**src/rtl/gpu_cmd_scheduler.sv**
```systemverilog
// Command sequencer between the APB command slave and the raster engine:
// command FIFO, start/end/color state, job dispatch and front/back buffer selection.
module gpu_cmd_scheduler #(
  parameter int FIFO_DEPTH = 4,
  parameter int XW         = 9,
  parameter int YW         = 8,
  parameter int XMAX       = 320,
  parameter int YMAX       = 240,
  parameter int COLOR_W    = 24
) (
  input  logic               clk,
  input  logic               rst,
  input  logic               cmd_valid,
  input  logic [26:0]        cmd_data,
  output logic               cmd_ready,
  output logic               job_start,
  output logic               job_type,
  output logic [XW-1:0]      job_x0,
  output logic [YW-1:0]      job_y0,
  output logic [XW-1:0]      job_x1,
  output logic [YW-1:0]      job_y1,
  output logic [COLOR_W-1:0] job_color,
  output logic [8:0]         job_y_offset,
  input  logic               job_done,
  output logic               disp_buf,
  output logic               flip_pulse,
  output logic               busy
);

  localparam int          AW   = $clog2(FIFO_DEPTH);
  localparam logic [AW:0] FULL = (AW+1)'(FIFO_DEPTH);
  localparam logic [XW:0] XLIM = (XW+1)'(XMAX);
  localparam logic [YW:0] YLIM = (YW+1)'(YMAX);

  typedef enum logic [1:0] {IDLE, EXEC, WAIT_DONE} state_t;
  typedef enum logic [2:0] {
    OP_CLEAR, OP_SET_START, OP_SET_END, OP_SET_COLOR,
    OP_MOVE_START, OP_MOVE_END, OP_DRAW, OP_FLIP
  } op_t;

  state_t state, next_state;

  logic [26:0]   mem [FIFO_DEPTH];
  logic [AW-1:0] rd_ptr, wr_ptr;
  logic [AW:0]   count;
  logic          push, pop;

  logic [26:0]        cmd_reg;
  logic [XW-1:0]      start_x, end_x;
  logic [YW-1:0]      start_y, end_y;
  logic [COLOR_W-1:0] color;

  assign cmd_ready = (count != FULL);
  assign push      = cmd_valid & cmd_ready;
  assign busy      = (count != '0) | (state != IDLE);

  // ---------------- command FIFO ----------------
  always_ff @(posedge clk) begin
    if (push) mem[wr_ptr] <= cmd_data;
  end

  always_ff @(posedge clk or posedge rst) begin
    if (rst) begin
      wr_ptr <= '0;
      rd_ptr <= '0;
      count  <= '0;
    end else begin
      if (push) wr_ptr <= wr_ptr + 1'b1;
      if (pop)  rd_ptr <= rd_ptr + 1'b1;
      case ({push, pop})
        2'b10:   count <= count + 1'b1;
        2'b01:   count <= count - 1'b1;
        default: count <= count;
      endcase
    end
  end

  // ---------------- decode / move arithmetic ----------------
  op_t           op;
  logic [XW-1:0] d_x, base_x, mv_x;
  logic [YW-1:0] d_y, base_y, mv_y;
  logic [XW:0]   sum_x;
  logic [YW:0]   sum_y;

  assign op     = op_t'(cmd_reg[26:24]);
  assign d_x    = cmd_reg[YW +: XW];
  assign d_y    = cmd_reg[YW-1:0];
  assign base_x = (op == OP_MOVE_END) ? end_x : start_x;
  assign base_y = (op == OP_MOVE_END) ? end_y : start_y;
  assign sum_x  = {1'b0, base_x} + {1'b0, d_x};
  assign sum_y  = {1'b0, base_y} + {1'b0, d_y};

  // Single conditional subtract: out-of-range SET values are only pulled back once.
  always_comb begin
    mv_x = sum_x[XW-1:0];
    mv_y = sum_y[YW-1:0];
    if (sum_x >= XLIM) mv_x = XW'(sum_x - XLIM);
    if (sum_y >= YLIM) mv_y = YW'(sum_y - YLIM);
  end

  // ---------------- FSM ----------------
  always_ff @(posedge clk or posedge rst) begin
    if (rst) state <= IDLE;
    else     state <= next_state;
  end

  always_comb begin
    next_state = state;
    pop        = 1'b0;
    case (state)
      IDLE: begin
        if (count != '0) begin
          pop        = 1'b1;
          next_state = EXEC;
        end
      end
      EXEC:      next_state = (op == OP_CLEAR || op == OP_DRAW) ? WAIT_DONE : IDLE;
      WAIT_DONE: if (job_done) next_state = IDLE;
      default:   next_state = IDLE;
    endcase
  end

  // ---------------- state registers and job outputs ----------------
  always_ff @(posedge clk or posedge rst) begin
    if (rst) begin
      cmd_reg      <= '0;
      start_x      <= '0;
      start_y      <= '0;
      end_x        <= '0;
      end_y        <= '0;
      color        <= '0;
      disp_buf     <= 1'b0;
      flip_pulse   <= 1'b0;
      job_start    <= 1'b0;
      job_type     <= 1'b0;
      job_x0       <= '0;
      job_y0       <= '0;
      job_x1       <= '0;
      job_y1       <= '0;
      job_color    <= '0;
      job_y_offset <= '0;
    end else begin
      job_start  <= 1'b0;
      flip_pulse <= 1'b0;
      if (pop) cmd_reg <= mem[rd_ptr];
      if (state == EXEC) begin
        case (op)
          OP_SET_START:  begin start_x <= d_x;  start_y <= d_y;  end
          OP_SET_END:    begin end_x   <= d_x;  end_y   <= d_y;  end
          OP_SET_COLOR:  color <= cmd_reg[COLOR_W-1:0];
          OP_MOVE_START: begin start_x <= mv_x; start_y <= mv_y; end
          OP_MOVE_END:   begin end_x   <= mv_x; end_y   <= mv_y; end
          OP_FLIP:       begin disp_buf <= ~disp_buf; flip_pulse <= 1'b1; end
          default: begin
            // CLEAR / DRAW: job fields latched here and held through WAIT_DONE
            job_start    <= 1'b1;
            job_type     <= (op == OP_DRAW);
            job_x0       <= start_x;
            job_y0       <= start_y;
            job_x1       <= end_x;
            job_y1       <= end_y;
            job_color    <= color;
            job_y_offset <= disp_buf ? 9'd0 : 9'(YMAX);
          end
        endcase
      end
    end
  end

endmodule

```
**config.mk**
```make
export PLATFORM = sky130hd
export DESIGN_NAME = gpu_cmd_scheduler
export DESIGN_NICKNAME = d
export VERILOG_FILES = /design/src/rtl/gpu_cmd_scheduler.sv
export SDC_FILE = /design/constraint.sdc
export NUM_CORES = 1
export LEC_CHECK = 0
export CAP_MARGIN = 40
export CORE_MARGIN = 2
export CORE_UTILIZATION = 58
export CTS_CLUSTER_SIZE = 12
export DETAILED_ROUTE_END_ITERATION = 8
export MAX_ROUTING_LAYER = met4
export PLACE_DENSITY = 0.83
export SLEW_MARGIN = 20
export SYNTH_ARGS = -nofsm -noshare
export SYNTH_HDL_FRONTEND = slang
export SYNTH_SLANG_ARGS = --single-unit
```
**constraint.sdc**
```tcl
create_clock -name clk -period 7 [get_ports clk]
set_clock_uncertainty 0.05 [all_clocks]
set_input_delay 2.1 -clock clk [delete_from_list [all_inputs] [get_ports clk]]
set_output_delay 2.1 -clock clk [all_outputs]
set_load 0.005 [all_outputs]
```
# After elaboration in Yosys (flattened, before gate mapping)
# Memory sizes are Yosys's and may differ from the RTL's. A register that Yosys moved wholly into a read port is not among the register bits.
# Cells that the tools add are included.
# totals
ff_bits	138
ramBits	108
output_inout_bits	73
mem_count	1
# classes
n_addsub	8
n_lt_le_gt_ge	2
n_eq_ne	14
n_mux	22
bitwise_logic	4
n_reduce_logical	15
# mem_list
name	depth	width	rd	rd_clocked_by_memory_dff	wr	line	rtl
mem	4	27	1	1	1	43	logic [26:0] mem [FIFO_DEPTH];
# ops
operator	count
one-hot mux 9 bit (2 select lines)	2
one-hot mux 8 bit (2 select lines)	2
2-to-1 mux 8 bit	3
2-to-1 mux 9 bit	2
== test 3 bit (second input constant)	4
AND reduction 2 bit	6
adder 9 x 9 -> 10 bit	1
greater-or-equal comparator 10 x 9 -> 1 bit (second input constant)	1
adder 8 x 8 -> 9 bit	1
greater-or-equal comparator 9 x 8 -> 1 bit (second input constant)	1
subtractor 9 bit (second input constant)	1
2-to-1 mux 1 bit	8
nonzero test 2 bit	4
subtractor 8 bit (second input constant)	1
== test 3 x 2 -> 1 bit (second input constant)	2
2-to-1 mux 2 bit	3
one-hot mux 2 bit (3 select lines)	1
one-hot mux 3 bit (2 select lines)	1
OR reduction 6 bit	1
adder 2 x 1 -> 2 bit (second input constant)	2
== test 2 x 1 -> 1 bit (second input constant)	2
== test 2 bit (second input constant)	2
!= test 2 bit (second input constant)	2
adder 3 x 1 -> 3 bit (second input constant)	1
other kinds (10)	11

# Logic depth before layout (Yosys ltp)
# depth
word_depth	6
depth_mapped	20
ltp_nobuf	18

# Worst setup path after synthesis
# OpenSTA, ideal clock, no wires.
# synth_path
path_kind	reg-to-reg
start	reg cmd_reg[26] (read register of mem)
end	reg start_x[7]
arrival_ps	3776
required_time_ps	6864
slack_ps	3088
stages_incl_launch_ff	21
n_path_buf	2
period_less_slack_ps	3912
cell_sequence	dfrtp_1 > inv_1 > nor2_1 > nand2_1 > clkbuf_1 > clkbuf_1 > nand2_1 > nand2_1 > ha_1 > inv_1 > fa_1 > nor2b_1 > o2111ai_1 > nand3b_1 > xor2_1 > ha_1 > nand4b_1 > o41ai_2 > a21oi_1 > mux2_4 > o221ai_2
# synth_between
elab_chain_cells	6
# synth_rtl
element	line	rtl
start, declared	48	logic [26:0] cmd_reg;
== test 3 bit	88	assign base_x = (op == OP_MOVE_END) ? end_x : start_x;
2-to-1 mux 9 bit	88	
adder 9 x 9 -> 10 bit	90	assign sum_x = {1'b0, base_x} + {1'b0, d_x};
subtractor 9 bit / greater-or-equal comparator 10 x 9 -> 1 bit (equally long branches)	97	if (sum_x >= XLIM) mv_x = XW'(sum_x - XLIM);
2-to-1 mux 9 bit	97	
one-hot mux 9 bit (2 select lines)	147	case (op)
end signal, assigned	151	OP_MOVE_START: begin start_x <= mv_x; start_y <= mv_y; end
end, declared	49	logic [XW-1:0] start_x, end_x;
# Parallel ways exist; a longest one is shown, timed or not.
# A chain may end at the register's enable or synchronous reset.

# Worst setup path after layout
# Same ends and word-level chain as after synthesis.

==> summary.txt <==
Clocking
  • TritonCTS clock tree: yes
  • Clock latency on the worst-skew pair: 0.54 ns
  • Number of sinks handled by clock tree synthesis: 265
  • Clk slew on worst S/H paths: 0.06 ns
  • CTS H-tree lvls: 1
  • Number of buffers added by the clock tree synthesis step: 27
  • Clock buffer depth: 3
  • Post-CTS setup buffer count: 0
  • Total of cells resized after clock tree synthesis: 0
  • Cell chosen for the clock root: clkbuf_16
  • Hold-fix buffers at CTS: 0

Detailed routing
  • Final WL: 24,500 um
  • Via count: 7,719
  • Number of nets with antenna violations after routing: 0
  • Violation count after the first detailed-routing iteration: 640
  • Residual DRC count: 0
  • Vias per Instance: 5.61
  • Final routed wire length divided by cell count: 17.8 um
  • TritonRoute pass-1 iters: 5

Placed design
  • Number of port buffers: 98
  • Placed Instances: 1,327
  • Routability cong.: 0.934
  • Area post-placement: 12,900 um2
  • Post-detail-place hpwl: 16,200 um

Yosys
  • Complex-gate fraction of the synthesized area: 5.95%
  • Top cells by area in the synthesized netlist: dfrtp_1 (34%), edfxtp_1 (28%), nand2_1 (12%), mux4_2 (5.3%), ha_1 (2.9%)
  • Average instance area after synthesis: 11.6 um2
  • Synthesized netlist cell count: 994
  • Simple-gate share of the synthesized area: 15.2%
  • Share of synthesized area spent on multiplexers: 9.21%
  • Post-synthesis share of cell area spent on full adders, half adders and majority gates: 3.44%
  • EDFF count, synth: 108
  • Cell taking the most area after synthesis: dfrtp_1
  • Area share of the largest cell type after synthesis: 34.0%
  • Combinational family with the most area after synthesis: simple AND/OR/NAND/NOR gates
  • Mapped Area: 11,600 um2
  • Sequential-to-total area share from yosys stat: 62.0%
  • Cell variety after synth: 62
  • Count of state elements after synthesis: 265
  • Most instantiated flip-flop cell in the synthesis netlist: dfrtp_1
  • Post-synthesis share of cell area spent on xor and xnor gates: 1.44%
  • Warning count from the yosys run: 0
  • Share of flip-flops with an asynchronous set or reset after synthesis: 59.2%

Critical path
  • Depth of the most critical reg-to-reg path: 19
  • Kind of critical path: register to register
  • Worst setup path startpoint: cmd_reg[26]
  • Critical Path Start Type: register
  • Startpoint of the worst-slack reg-to-reg timing path: cmd_reg[26]
  • Capturing point of the worst reg2reg path: start_x[7]
  • Crit path to: start_x[7]
  • Crit Path Max Fanout: 24
  • Required time at the endpoint of the critical path: 7.41 ns
  • Internal reg-to-reg setup slack: 3.06 ns
  • Data arrival time at the worst-slack endpoint: 4.36 ns
  • Type of element capturing the critical path: register

STA
  • Final total negative setup slack: 0 ns
  • Number of hold-slack violations in the final timing report: 0
  • Setup repair after global routing missed its margin: false
  • Final period demand of the worst path: 3.94 ns
  • Max-slew violations: 0
  • Slew @ Worst Pin: 0.632 ns
  • Final worst path period share: 56.3%
  • Max Clock Freq: 254 MHz
  • Final setup violation count: 0
  • Max-slew headroom at the worst pin: 57.9%

Floorplan
  • Count of pins on the block boundary: 104
  • Die footprint: 21,100 um2
  • Number of rows in the core area: 51
  • Chip width: 145 um
  • DIE HEIGHT: 145 um
  • Initial standard-cell utilization of the core: 59.2%
  • Core footprint: 19,500 um2

Pwr
  • Combinational share of power: 43.2%
  • Switching part of the total: 37.5%
  • Leakage power summed over all cells: 6.03 nW
  • Pwr dens: 504 nW/um2
  • Sw Pwr: 2.60 mW
  • Internal portion of total power: 4.32 mW
  • Share of total power in the clock network: 20.0%
  • Peak supply drop: 330 uV
  • Power share of the sequential group: 36.8%

Final layout
  • Number of fill cells: 1,390
  • Cell area after layout: 13,700 um2
  • Most common cell after layout, fill and taps aside: nand2_1
  • Net total in the final layout: 1,152
  • Fraction of layout cells with a size suffix above 1: 10.4%
  • Area growth from synthesis to final layout: 18.8%
  • Footprint of the flip-flops and latches: 7170 um2
  • Filler-free cell count of the finished design: 1,375
  • Multi-input gate area: 4110 um2
  • Number of diodes: 0
  • Max reg flops: 108
  • Top library cells by usage in the layout, fill and taps aside: nand2_1 (361), dfrtp_1 (156), edfxtp_1 (108)
  • Utilization of the core after routing: 70.3%

Min path
  • Min-delay worst type: register to register

Global route
  • Wire length of the first global-routing pass: 40,300 um
  • Overall track demand over capacity in global routing: 24.6%
  • Number of antenna violations at the first check in global routing: 0
  • Aggregate global routing overflow: 0
  • Largest net degree at the start of global routing: 74
  • Number of global-route vias before repair: 7,648

Flow run
  • Max-cap violations: 0

Status
  • Status: finished, final reports clean
## cell type report
type | instances | share of cell area [%]
well taps | 265 | 2.41
inverters | 18 | 0.528
multi-input cells | 663 | 29.9
clock buffers | 44 | 5.60
flip-flops and latches | 265 | 52.2
repair buffers | 116 | 8.67
clock inverters | 4 | 0.620
## worst min path at each step
stage            startpoint       endpoint  slack, ns  cells past startpoint
3_5_place_dp       color[8]   job_color[8]       0.41                      2
2_1_floorplan      color[0]   job_color[0]       0.38                      2
3_3_place_gp       color[1]   job_color[1]       0.40                      2
4_1_cts           color[15]  job_color[15]       0.42                      2
5_1_grt        job_color[9]   job_color[9]       0.44                      2
6_report          color[15]  job_color[15]       0.41                      2
## routing by layer
metal  track usage [%]  part of all wire, %
met4              6.76                  2.5
met3              3.08                  5.1
met1              32.2                   42
met5                 -                    0
met2              41.2                   51
## logic make-up (layout without fill, tap and decap cells)
group,Yosys count,after routing
flip-flops,265,265
XOR/XNOR,19,19
AO/OA/AOI/OAI,105,105
multiplexers,69,69
AND/OR/NAND/NOR,435,435
adder cells (fa/ha/maj),30,30
buffers and inverters,70,182
other,1,5
## power groups by stage
stage / combinational (mW) / clock [mW] / sequential (mW)
final: 2.99 / 1.39 / 2.55
after global routing: 3.32 / 1.48 / 2.60
after CTS: 2.99 / 1.41 / 2.54
after detailed placement: 2.96 / 0 / 2.56
after global placement: 2.76 / 0 / 2.56
after floorplan: 2.12 / 0 / 2.41
## stage by stage
stage          total power, mW  hold WS (ns)  setup WS (ns)
2_1_floorplan             4.54         0.385          0.615
3_3_place_gp              5.32         0.399           2.98
6_report                  6.92         0.408           3.06
3_5_place_dp              5.52         0.405           3.01
5_1_grt                   7.40         0.441           2.75
4_1_cts                   6.94         0.419           3.09
## worst max-delay path, stage by stage, from the launching register on
cell and delay [ns]:
dfrtp_1 0.41, inv_1 0.12, nor2_1 0.15, and2_1 0.14, buf_4 0.29, nand2_1 0.10
nand2_1 0.07, ha_1 0.17, inv_1 0.06, fa_1 0.41, nor2b_1 0.18, o2111ai_1 0.17
nand3b_1 0.15, xor2_1 0.19, ha_1 0.18, nand4b_1 0.11, o41ai_2 0.22, a21oi_1 0.15
mux2_4 0.34, o221ai_2 0.17
## cell usage after synthesis (2+ instances only)
cell type	instances
nor2b_1	5
o221ai_1	6
a211oi_1	4
o21ai_0	25
ha_1	27
nand4_1	2
xor2_1	10
nand2_1	361
clkbuf_1	35
o221ai_2	2
a21o_1	5
a2bb2oi_1	2
mux2_2	24
o31ai_1	3
nand2b_1	6
nand3_1	8
or3_1	2
o21ai_1	13
edfxtp_1	108
buf_4	8
nor2_1	22
or2_1	3
and3_1	7
buf_1	3
buf_2	5
xnor2_1	9
nand3b_1	2
inv_1	17
a211o_1	2
and2_1	3
a21oi_1	26
mux2i_1	16
fa_1	3
dfrtp_1	157
o21a_1	4
mux4_2	27
nor3_1	6
a31oi_1	2
No activity file was read; power rests on OpenSTA's default activity.
